[src/rtl/pong_game_ctrl_pkg.sv]
`default_nettype none
// +----------------------------------------------------------------------------+
// | pong_game_ctrl_pkg                                                         |
// | Shared definitions for the Pong game-flow controller, the graphics block   |
// | and the text overlay: game-state encoding, default frame-tick position     |
// | and a saturating counter helper.                                           |
// | Revision: 1.0 - initial release                                            |
// +----------------------------------------------------------------------------+
package pong_game_ctrl_pkg;

   // Encoding is visible on the game_state port, so the values are fixed.
   typedef enum logic [1:0] {
      ST_NEWGAME = 2'd0,
      ST_SERVE   = 2'd1,
      ST_PLAY    = 2'd2,
      ST_OVER    = 2'd3
   } game_state_e;

   // Frame tick lands at the start of vertical retrace.
   localparam int TICK_X_DEF = 0;
   localparam int TICK_Y_DEF = 481;

   function automatic logic [7:0] sat_inc8(input logic [7:0] v);
      return (v == 8'hFF) ? v : v + 8'd1;
   endfunction

endpackage
`default_nettype wire

[src/rtl/pong_frame_tick.sv]
`default_nettype none
// +----------------------------------------------------------------------------+
// | pong_frame_tick                                                            |
// | Produces one clk-wide pulse per video frame by edge-detecting the match    |
// | of the scan position against (TICK_X, TICK_Y). The pixel position holds    |
// | for several clk cycles, so a plain compare would fire repeatedly.          |
// | Ports: clk, reset (sync, active-high), x/y scan position in,               |
// |        frame_tick out (single-cycle pulse).                                |
// | Revision: 1.0 - initial release                                            |
// +----------------------------------------------------------------------------+
module pong_frame_tick
   import pong_game_ctrl_pkg::*;
#(
   parameter int TICK_X = TICK_X_DEF,
   parameter int TICK_Y = TICK_Y_DEF
) (
   input  logic       clk,
   input  logic       reset,
   input  logic [9:0] x,
   input  logic [9:0] y,
   output logic       frame_tick
);

   logic cond;
   logic cond_prev_d;
   logic cond_prev_q;

   assign cond = (x == 10'(TICK_X)) && (y == 10'(TICK_Y));

   always_comb begin
      cond_prev_d = cond;
   end

   always_ff @(posedge clk) begin
      if (reset) begin
         cond_prev_q <= 1'b0;
      end else begin
         cond_prev_q <= cond_prev_d;
      end
   end

   assign frame_tick = cond & ~cond_prev_q;

endmodule
`default_nettype wire

[src/rtl/pong_game_ctrl.sv]
`default_nettype none
// +----------------------------------------------------------------------------+
// | pong_game_ctrl                                                             |
// | Game-flow controller: sequences the graphics block through new-game,       |
// | serve, play and game-over by driving gra_still, and keeps scores, the      |
// | rally count and the winner for the score overlay.                          |
// | Ports: clk, reset (sync, active-high)                                      |
// |        btn[3:0]   debounced buttons (level)                               |
// |        x/y[9:0]   scan position for the frame tick                        |
// |        hit[1:0]   paddle hit pulses (0 = left, 1 = right)                 |
// |        miss       ball out of bounds (may last several cycles)            |
// |        gra_still, game_state, score_l, score_r, winner, rally,            |
// |        point_pulse: registered outputs                                    |
// | Revision: 1.0 - initial release                                            |
// +----------------------------------------------------------------------------+
module pong_game_ctrl
   import pong_game_ctrl_pkg::*;
#(
   parameter int WIN_SCORE    = 7,
   parameter int SERVE_FRAMES = 120,
   parameter int TICK_X       = TICK_X_DEF,
   parameter int TICK_Y       = TICK_Y_DEF
) (
   input  logic       clk,
   input  logic       reset,
   input  logic [3:0] btn,
   input  logic [9:0] x,
   input  logic [9:0] y,
   input  logic [1:0] hit,
   input  logic       miss,
   output logic       gra_still,
   output logic [1:0] game_state,
   output logic [3:0] score_l,
   output logic [3:0] score_r,
   output logic       winner,
   output logic [7:0] rally,
   output logic       point_pulse
);

   localparam logic [3:0] c_win_score  = 4'(WIN_SCORE);
   localparam logic [7:0] c_serve_last = 8'(SERVE_FRAMES - 1);

   game_state_e state_d, state_q;
   logic [7:0]  serve_cnt_d, serve_cnt_q;
   logic [3:0]  score_l_d, score_l_q;
   logic [3:0]  score_r_d, score_r_q;
   logic [7:0]  rally_d, rally_q;
   logic        winner_d, winner_q;
   logic        dir_d, dir_q;
   logic        gra_still_d, gra_still_q;
   logic        point_pulse_d, point_pulse_q;
   logic        btn_prev_d, btn_prev_q;

   logic        frame_tick;
   logic        btn_any;
   logic        press;
   logic [3:0]  scored_new;

   pong_frame_tick #(
      .TICK_X (TICK_X),
      .TICK_Y (TICK_Y)
   ) u_frame_tick (
      .clk        (clk),
      .reset      (reset),
      .x          (x),
      .y          (y),
      .frame_tick (frame_tick)
   );

   assign btn_any = |btn;
   assign press   = btn_any & ~btn_prev_q;

   // The player the ball was travelling away from scores: dir = 1 means the
   // ball was heading right, so the right player missed and left scores.
   assign scored_new = dir_q ? (score_l_q + 4'd1) : (score_r_q + 4'd1);

   always_comb begin
      state_d       = state_q;
      serve_cnt_d   = serve_cnt_q;
      score_l_d     = score_l_q;
      score_r_d     = score_r_q;
      rally_d       = rally_q;
      winner_d      = winner_q;
      dir_d         = dir_q;
      point_pulse_d = 1'b0;
      btn_prev_d    = btn_any;

      case (state_q)
         ST_NEWGAME: begin
            score_l_d = 4'd0;
            score_r_d = 4'd0;
            rally_d   = 8'd0;
            dir_d     = 1'b0;
            if (press) begin
               state_d     = ST_SERVE;
               serve_cnt_d = 8'd0;
            end
         end
         ST_SERVE: begin
            if (frame_tick) begin
               if (serve_cnt_q == c_serve_last) begin
                  state_d = ST_PLAY;
                  rally_d = 8'd0;
                  // The graphics block always serves leftward.
                  dir_d   = 1'b0;
               end else begin
                  serve_cnt_d = serve_cnt_q + 8'd1;
               end
            end
         end
         ST_PLAY: begin
            // Leaving PLAY on the first miss cycle makes any trailing miss
            // cycles fall outside PLAY, where they are ignored.
            if (miss) begin
               point_pulse_d = 1'b1;
               if (dir_q) begin
                  score_l_d = scored_new;
               end else begin
                  score_r_d = scored_new;
               end
               if (scored_new == c_win_score) begin
                  state_d  = ST_OVER;
                  winner_d = ~dir_q;
               end else begin
                  state_d     = ST_SERVE;
                  serve_cnt_d = 8'd0;
               end
            end else if (hit != 2'b00) begin
               rally_d = sat_inc8(rally_q);
               if (hit[0]) begin
                  dir_d = 1'b1;
               end
               if (hit[1]) begin
                  dir_d = 1'b0;
               end
            end
         end
         ST_OVER: begin
            if (press) begin
               state_d   = ST_NEWGAME;
               score_l_d = 4'd0;
               score_r_d = 4'd0;
               rally_d   = 8'd0;
               winner_d  = 1'b0;
            end
         end
         default: begin
            state_d = ST_NEWGAME;
         end
      endcase

      // Registered from the next state so it moves together with game_state.
      gra_still_d = (state_d != ST_PLAY);
   end

   always_ff @(posedge clk) begin
      if (reset) begin
         state_q       <= ST_NEWGAME;
         serve_cnt_q   <= 8'd0;
         score_l_q     <= 4'd0;
         score_r_q     <= 4'd0;
         rally_q       <= 8'd0;
         winner_q      <= 1'b0;
         dir_q         <= 1'b0;
         gra_still_q   <= 1'b1;
         point_pulse_q <= 1'b0;
         btn_prev_q    <= 1'b0;
      end else begin
         state_q       <= state_d;
         serve_cnt_q   <= serve_cnt_d;
         score_l_q     <= score_l_d;
         score_r_q     <= score_r_d;
         rally_q       <= rally_d;
         winner_q      <= winner_d;
         dir_q         <= dir_d;
         gra_still_q   <= gra_still_d;
         point_pulse_q <= point_pulse_d;
         btn_prev_q    <= btn_prev_d;
      end
   end

   assign gra_still   = gra_still_q;
   assign game_state  = state_q;
   assign score_l     = score_l_q;
   assign score_r     = score_r_q;
   assign winner      = winner_q;
   assign rally       = rally_q;
   assign point_pulse = point_pulse_q;

endmodule
`default_nettype wire
[config.mk]
export PLATFORM = sky130hd
export DESIGN_NAME = pong_game_ctrl
export DESIGN_NICKNAME = d
export VERILOG_FILES = /design/src/rtl/pong_game_ctrl_pkg.sv /design/src/rtl/pong_frame_tick.sv /design/src/rtl/pong_game_ctrl.sv
export SDC_FILE = /design/constraint.sdc
export NUM_CORES = 1
export LEC_CHECK = 0
export CAP_MARGIN = 20
export CORE_MARGIN = 3
export CORE_UTILIZATION = 53
export DETAILED_ROUTE_END_ITERATION = 6
export GPL_ROUTABILITY_DRIVEN = 0
export HOLD_SLACK_MARGIN = 0.15
export PLACE_DENSITY = 0.85
export SYNTH_ARGS = -nofsm -noshare
export SYNTH_HDL_FRONTEND = slang
export SYNTH_SLANG_ARGS = --single-unit
export TNS_END_PERCENT = 5
[constraint.sdc]
create_clock -name clk -period 6.6 [get_ports clk]
set_clock_uncertainty 0.05 [all_clocks]
set_input_delay 1.32 -clock clk [delete_from_list [all_inputs] [get_ports clk]]
set_output_delay 1.32 -clock clk [all_outputs]
set_load 0.01 [all_outputs]
* After elaboration in Yosys (flattened, before gate mapping)
Index checks and enable logic that the tools add are counted.
** Cells by class
- Add/subtract/negate cells :: 4
- Equal/unequal tests :: 22
- Multiplexer cells :: 39
- Bitwise logic cells :: 6
- Reduce and logical (&&, ||, !) cells :: 15
** Operators with widths (count)
- 8-bit two-way mux :: 10
- 8-bit case mux with 4 select lines :: 1
- 2-bit inequality test, second input constant :: 14
- 4-bit two-way mux :: 6
- 4-bit case mux with 3 select lines :: 2
- 8-bit case mux with 3 select lines :: 1
- 6-bit AND reduction :: 3
- 8-bit by 1-bit adder with 8-bit output, second input constant :: 2
- 2-bit two-way mux :: 6
- 4-bit AND reduction :: 3
- 10-bit by 9-bit == test with 1-bit output, second input constant :: 1
- 10-bit zero test :: 1
- 1-bit two-way mux :: 10
- 4-bit by 1-bit adder with 4-bit output, second input constant :: 2
- 8-bit by 7-bit == test with 1-bit output, second input constant :: 1
- 8-bit == test, second input constant :: 1
- 2-bit case mux with 4 select lines :: 1
- 3-bit nonzero test :: 2
- 2-bit == test, second input constant :: 2
- 4-bit by 3-bit == test with 1-bit output, second input constant :: 1
- 1-bit NOT :: 4
- 2-bit nonzero test :: 2
- 4-bit OR reduction :: 1
- 3-bit inequality test, second input constant :: 1
- 7 further kinds :: 8
** Storage, ports and cells
- Register bits after elaboration :: 32
- Input bits :: 29
- Output and inout bits :: 21
- Logic and storage cells :: 97

* Longest topological paths before layout
Gate-level depths: netlist of the first run.
- Word-level depth :: 7
- Depth in mapped cells :: 10
- Gate-level depth less buffers :: 7

* Cells and area by module
A second synthesis of the first run with hierarchy kept.
** Unflattened totals
- Cell total of the unflattened synthesis :: 227
- Area total of the unflattened synthesis :: 1925.6 um^2
** By module, submodules not included
- pong_game_ctrl :: instances 1, cells an instance 216, area an instance 1815.5 um^2, seq. area each 620.6 um^2
- pong_frame_tick :: instances 1, cells an instance 11, area an instance 110.1 um^2, seq. area each 20.0 um^2

* Worst setup path before layout of the first run
No wires, ideal clock.
- Path kind :: input to register
- Start point :: input port x[1]
- End point :: register gra_still_q (netlist: gra_still)
- Data arrival time :: 2.946 ns
- Required time :: 6.430 ns
- Slack :: 3.485 ns
- Stages on the path :: 4
- Buffers on the path :: 0
- Path through :: or4_1 > or4_1 > a21bo_2 > a211o_1
** Between the ends
- Cells in the longest elaborated chain, start to end :: 6
** Ends and longest elaborated chain
- start, declared :: RTL line pong_game_ctrl.sv:27 : input logic [9:0] x,
- 10-bit zero test :: RTL line pong_frame_tick.sv:28 : assign cond = (x == 10'(TICK_X)) && (y == 10'(TICK_Y));
- 1-bit logical AND :: RTL line pong_frame_tick.sv:28
- 1-bit bitwise AND :: RTL line pong_frame_tick.sv:42 : assign frame_tick = cond & ~cond_prev_q;
- 2-bit two-way mux :: RTL line pong_game_ctrl.sv:100 : if (frame_tick) begin
- 2-bit case mux with 4 select lines :: RTL line pong_game_ctrl.sv:88 : case (state_q)
- 2-bit inequality test :: RTL line pong_game_ctrl.sv:153 : gra_still_d = (state_d != ST_PLAY);
- end signal, assigned :: RTL line pong_game_ctrl.sv:176 : gra_still_q <= gra_still_d;
- end, declared :: RTL line pong_game_ctrl.sv:50 : logic gra_still_d, gra_still_q;
No other way between the ends.
A chain may end at the register's enable or synchronous reset.

* Worst setup path in the final report of the first run
- Start point :: input port btn[1]
- End point :: register serve_cnt_q[3]
** Between the ends
- Cells in the longest elaborated chain, start to end :: 4
** Ends and longest elaborated chain
- start, declared :: RTL line pong_game_ctrl.sv:26 : input logic [3:0] btn,
- 4-bit OR reduction :: RTL line pong_game_ctrl.sv:70 : assign btn_any = |btn;
- 1-bit bitwise AND :: RTL line pong_game_ctrl.sv:71 : assign press = btn_any & ~btn_prev_q;
- 2-bit inequality test (no source line)
- 6-bit AND reduction (no source line)
- end signal, assigned :: RTL line pong_game_ctrl.sv:170 : serve_cnt_q <= serve_cnt_d;
- end, declared :: RTL line pong_game_ctrl.sv:44 : logic [7:0] serve_cnt_d, serve_cnt_q;
No other way between the ends.

==> run summary, run 1 <==
The global-route usage over all layers came out at 24.5%. The final max-slew violation count was 0. The clock period minus worst slack is 3.59 ns. Cells with a size suffix above 1 make up approximately 8.6% of the layout. Clock tree synthesis selected as its root buffer the cell clkbuf_8.

In this run the standard cell core region covers between 3000 and 4000 µm². The number of antenna violations at the first check in global routing was 0. In this run the biggest area consumer among cell types represents 32.7% of the synthesized area.

TritonCTS built the clock tree. The gate count after technology mapping came out at 233. The per-cell via count in the routed design is about 6.2. The die covers roughly 4500 µm². The worst hold path was traced through 2 stages. The sequential-to-total area share from yosys stat is 32.7%. Adding up every negative setup slack in the final design gives 0 ns. The post-cts sizing count is 0. The worst reg2reg path startpoint is dir_q. The count of max-cap constraint violations came out at 0. The synthesized netlist occupies a cell area of 1960 µm². The library cells used most frequently in the layout, excluding fill and tap cells, are 49 x clkdlybuf4s50_1, 32 x dfxtp_1, 21 x nor2_1. The first global-routing pass estimated roughly 8.4 mm of wire. The antenna diode count came out at 0. The count of clock tree sinks came out at 32. The biggest area contributor in the post-synthesis netlist is dfxtp_1.

The share of synthesized flip-flops with an asynchronous set or reset is 0%. The number of nets handed over by synthesis was 266. The number of design rule violations left after detail routing is 0. The row count is 21. The total power came out at 412 µW. The register-to-register setup slack came out at 3.46 ns. The vertical die dimension is between 60 and 70 µm. The per-cell routed wire length is 15.5 µm. The count of distinct cell types in the synthesized netlist came out at 56.

The maximum root-to-sink buffer count came out at 2. The path class of the tightest hold or removal check is reg -> reg. The number of cells on the worst reg-to-reg path came out at 7. CTS built an H-tree with a depth of 2.

The start point of the worst hold path is score_l[3]. The startpoint class of the critical path is an input port. The final layout contains routed wiring with a total length of 5.03 mm.

The signed area change from the synthesized netlist to the final layout came out at 29.4%. The worst hold path terminates at score_l[3]. The peak ir drop on the vdd network is around 100 µV. The routed via count came out at 2,007. The warning count from the yosys run is 0. Post-CTS timing repair inserted 0 buffers for setup. Data arrives at the worst endpoint at 3.72 ns. In this run the critical register-to-register path is captured at gra_still. The via count of the first global-routing pass came to 1,895. The clock slew seen by the registers of the worst setup and hold paths is 0.07 ns. The initial standard-cell utilization of the core came out at 57.0%.

The number of endpoints failing setup at the final stage came out at 0. Setup repair after global routing left no endpoint under its margin. The clock latency at the later pin of the worst-skew pair is ~0.29 ns. Sorting the synthesized cells by area gives the leading types as dfxtp_1 33%, mux2i_1 5.6%, nor2_1 4.0%. The detailed router finished its first iteration with 194 violations. The maximum clock frequency is 0.279 GHz. In this run the static leakage power is 0.832 nW. The non-filler instance count after layout came out at ~320.

The count of state elements after synthesis came out at 32. The count of port buffers added during placement is 49. The largest driver fanout on the critical path came out at 11.

The number of enable flip-flop cells after synthesis is 0. The largest net degree at the start of global routing came out at 23. The number of buffers inserted by hold repair at cts is 0. The slew at the pin with the worst max-slew slack is 0.847 ns. The remaining antenna violation count after routing is 0. The half-perimeter wire length after detailed placement is 3.64 mm. After synthesis, the mean cell area works out to between 8 and 9 µm². The post-layout instance area is about 2500 µm². Leaving out fill and tap cells, the most frequent cell in the layout is clkdlybuf4s50_1.

The setup path with the least slack is of type in -> reg. The filler cell count in the final layout is 287. Headroom to the max-slew limit came out at between 40 and 50%.

The worst endpoint required time is 6.72 ns. The count of endpoints failing hold in the final timing report is 0. In this run the power density over the cells is 162 nW/µm². After detailed placement, the total cell area comes to 2450 µm². The layout net count is 310. The total overflow reported by the global router came out at 0. Counting the buffers created by CTS gives 5. The final clock period utilization by the worst path is 54.4%. The flow ran to the end, and the final reports show no timing, DRC or antenna violations.

The type of destination of the critical path is a flop. The total I/O pin count came out at 50. From left edge to right edge, the die measures 66.8 µm. In the synthesized netlist the dominant register cell turns out to be dfxtp_1. The iteration count of the initial detailed-routing pass came out at 4. The cell count after placement came out at 316.
[cells by family (layout without fill, tap and decap cells)]
kind of cell | after synthesis | count (layout) | synth area share, %
AO/OA/AOI/OAI | 60 | 60 | 22.5
XOR/XNOR | 1 | 1 | 0.447
adder cells (fa/ha/maj) | 4 | 4 | 2.55
buffers and inverters | 21 | 66 | 4.91
flip-flops | 32 | 32 | 32.7
multiplexers | 14 | 14 | 7.34
AND/OR/NAND/NOR | 101 | 101 | 29.6
[worst max path at each step]
stage               startpoint             end  slack (ns)
global placement         reset        rally[7]        2.93
floorplan                 x[1]       gra_still        3.48
CTS                     btn[1]  serve_cnt_q[3]        3.02
detailed placement      btn[1]  serve_cnt_q[3]        2.77
finish                  btn[1]  serve_cnt_q[3]        3.01
global route            btn[1]  serve_cnt_q[3]        2.87
[registers in the layout (all words and copies together), names as in the netlist]
signal / flops
rally: 8
gra_still: 1
score_r: 4
winner: 1
game_state: 2
u_frame_tick.cond_prev_q: 1
score_l: 4
btn_prev_q: 1
serve_cnt_q: 8
point_pulse: 1
dir_q: 1
[where the power goes]
group / internal [mW] / switching, mW
logic: 0.0288 / 0.0284
registers: 0.195 / 0.00304
clock network: 0.0850 / 0.0716
total: 0.309 / 0.103
[metal layers]
metal	routed length, µm	vias up	global-route usage, %	share of wire (%)
li1	-	986	-	-
met1	2110	922	30.3	42
met2	2490	85	41.1	50
met3	332	14	5.40	6.6
met4	89	0	9.64	1.8
met5	0	-	0	0
[area by class of cell]
| type | count | area (µm²) | area share, % |
|---|---|---|---|
| clock buffers | 8 | 90.1 | 3.55 |
| inverters | 9 | 33.8 | 1.33 |
| multi-input cells | 180 | 1220 | 48.2 |
| flip-flops and latches | 32 | 641 | 25.3 |
| well taps | 46 | 57.6 | 2.27 |
| repair buffers | 49 | 490 | 19.3 |
[critical path, cell delays in order]
cell and delay [ns]:
clkdlybuf4s50_1 0.40, nor4_1 0.75, o41a_1 0.40, o21a_1 0.41, a211oi_1 0.12, o32ai_1 0.30
[cell usage after synthesis (7+ instances only)]
| cell | number |
|---|---|
| inv_1 | 9 |
| nand4_1 | 8 |
| o21ai_0 | 7 |
| nand2_1 | 14 |
| dfxtp_1 | 32 |
| nand3_1 | 9 |
| o211ai_1 | 10 |
| a21oi_1 | 11 |
| nor4_1 | 8 |
| mux2i_1 | 11 |
| nor2_1 | 21 |
[per-stage QoR]
step	setup slack, ns	hold slack (ns)	utilization (%)
2_1_floorplan	3.48	0.414	-
3_3_place_gp	2.93	0.409	71.1
3_5_place_dp	2.77	0.420	71.1
4_1_cts	3.02	0.428	73.7
5_1_grt	2.87	0.463	73.7
6_report	3.01	0.428	73.7
No activity file was read; power rests on OpenSTA's default activity.
==> inputs of run 2 (changes only) <==
- CORE_UTILIZATION: 53 -> 49
- PLACE_DENSITY: 0.85 -> 0.79
- clock period: 6.6 -> 3.5 ns (I/O delays scaled with it)
==> run summary, run 2 (synthesis results as in run 1) <==
The half-perimeter wire length after detailed placement came out at 3.76 mm (+3.1%). CTS placed an instance of clkbuf_8 at the clock tree root. The total negative setup slack was 0 ns (unchanged). The first-pass GRT wire length was 8.25 mm (-1.9%). The slew at the pin with the worst max-slew slack is 0.898 ns (+0.0503 ns).

The worst endpoint required time is 3.68 ns (-3.04 ns). The count of clock tree sinks is 32 (unchanged). The number of antenna violations at the first check in global routing came out at 0 (unchanged). The final max-slew violation count is 0 (unchanged). The worst setup path is launched from a flop. Traced cell by cell, the critical path runs through mux2_2 > ha_1 > or3b_2 > mux2i_1 > and4_1 > o21ai_0 > o21ba_2. TritonCTS built the clock tree. On the critical path the largest part of the delay comes from simple AND/OR/NAND/NOR gates. The run finished with clean final reports. The per-cell routed wire length came out at 15.2 µm (-2.1%). The maximum root-to-sink buffer count came out at 2 (unchanged). The width of the die was 69.3 µm (+3.6%). In this run the worst hold path is classified as reg -> reg. The worst setup margin is 0.454 ns (-2.56 ns). The final clock period utilization by the worst path is 87.0%. The total I/O pin count came out at 50 (unchanged).

The number of design rule violations left after detail routing came out at 0 (unchanged). The remaining antenna violation count after routing came out at 0 (unchanged). The filler cell count in the final layout came out at 323 (+13%). The core outline area came out at 3770 µm² (+9.6%). The leading cell type in the layout, fill and taps excluded is clkdlybuf4s50_1. The total overflow reported by the global router is 0 (unchanged).

The vertical die dimension came out at 69.3 µm (+3.6%). The number of cells on the worst reg-to-reg path is 7 (unchanged). The largest driver fanout on the critical path came out at 17 (+6).

The post-CTS setup repair buffer count is 0 (unchanged). The count of max-cap constraint violations is 0 (unchanged). Setup repair after global routing left no endpoint under its margin. The number of stages on the worst hold path is 2 (unchanged). The post-cts sizing count is 0 (unchanged). The maximum clock frequency is 0.328 GHz. The critical path depth in cells is 7 (+1). The clock period minus worst slack came out at 3.05 ns. The clock slew seen by the registers of the worst setup and hold paths is 0.06 ns (about the same). The via count of the first global-routing pass was 1,745 (-7.9%). The count of port buffers added during placement is 49 (unchanged). The share of post-route cells with drive strength above 1 was 9.61% (+0.98 points). STA classifies the critical path endpoint as a flop. From synthesis to final layout, the design area changed by 30.6%. The number of endpoints failing setup at the final stage came out at 0 (unchanged). The leakage component of the power came out at 0.848 nW (+1.9%). The type of the worst setup path is reg -> reg. The library cells used most frequently in the layout, excluding fill and tap cells, are 49 x clkdlybuf4s50_1, 32 x dfxtp_1, 21 x nor2_1. The row count is 22 (+4.8%). The clock latency at the later pin of the worst-skew pair is 0.28 ns (about the same). The initial detailed-routing violation count came out at 142 (-27%).

The worst hold slack after final layout came to 0.426 ns (-0.00200 ns). For this design, the slowest cell found on the critical path is and4_1. The peak ir drop on the vdd network was 262 µV (+150%). The iteration count of the initial detailed-routing pass is 4 (unchanged). The largest stage delay on the critical path came to 0.58 ns (-0.17 ns).

The number of buffer and inverter instances along the worst setup path is 0 (-1). The endpoint arrival time on the critical path came out at 3.22 ns (-0.50 ns). The initial standard-cell utilization of the core is 52.0% (-5.0 points). The total wire length after detailed routing is 5.00 mm (-0.56%). The antenna diode count is 0 (unchanged). The die footprint came out at 4800 µm² (+7.4%). The deepest level of the CTS H-tree came out at 2 (unchanged). The number of buffers created by CTS is 5 (unchanged). The routed via count came out at 1,963 (-2.2%). The global-route usage over all layers is 20.7% (-3.8 points). The largest net degree at the start of global routing came to 22 (-4.3%). The count of endpoints failing hold in the final timing report came out at 0 (unchanged).

The per-cell via count in the routed design was 5.97 (-3.7%). The headroom to the max-slew limit came to 39.6% (-3.4 points). The layout net count is 313 (+0.97%). The number of buffers inserted by hold repair at cts is 0 (unchanged).

The setup slack at placement was 0.298 ns (-2.47 ns). The power density over the cells came out at 301 nW/µm² (+85%).
==> run 2: cell types whose count changed in the layout (fill, tap and decap cells not counted), sizes merged <==
cell and change:
buf +3
==> run 2: area by class of cell <==
type                            instances  area, µm²  share of cell area, %
Multi-Input combinational cell        180       1220                   47.8
Sequential cell                        32        641                   25.0
Timing Repair Buffer                   52        513                   20.0
Clock buffer                            8       90.1                   3.52
Tap cell                               48       60.1                   2.34
Inverter                                9       33.8                   1.32
==> run 2: metrics by stage <==
step	std cells	utilization (%)	total power, mW	cell area, µm²
after global placement	321	65.5	0.486	2470
after detailed placement	321	65.5	0.489	2470
after floorplan	233	-	0.442	1960
after global routing	329	67.9	0.803	2560
after CTS	329	67.9	0.780	2560
final	329	67.9	0.771	2560
==> run 2: worst reg2reg max path, delay by kind of cell (launching register included) <==
family                     cells  cell delay [ns]
AOI/OAI and AO/OA              2             0.49
adders and majority gates      1             0.23
and+or+nand+nor                2             1.02
DFF                            1             0.56
muxes                          2             0.64
==> run 2: worst paths after layout <==
check	startpoint	to	slack, ns
max	dir_q	serve_cnt_q[1]	0.45
min	score_r[3]	score_r[3]	0.43
max reg2reg	dir_q	serve_cnt_q[1]	0.45
min reg2reg	score_r[3]	score_r[3]	0.43
==> run 2: power by group <==
part           switching, mW  internal, mW
Combinational         0.0535        0.0551
Clock                  0.129         0.160
Sequential           0.00546         0.368
==> run 2: per-layer routing <==
metal / track usage, % / up-vias / routed length (µm)
met5: 0 / - / 0
met4: 5.64 / 0 / 59
li1: - / 989 / -
met1: 28.7 / 917 / 2350
met3: 4.20 / 6 / 278
met2: 32.6 / 51 / 2320
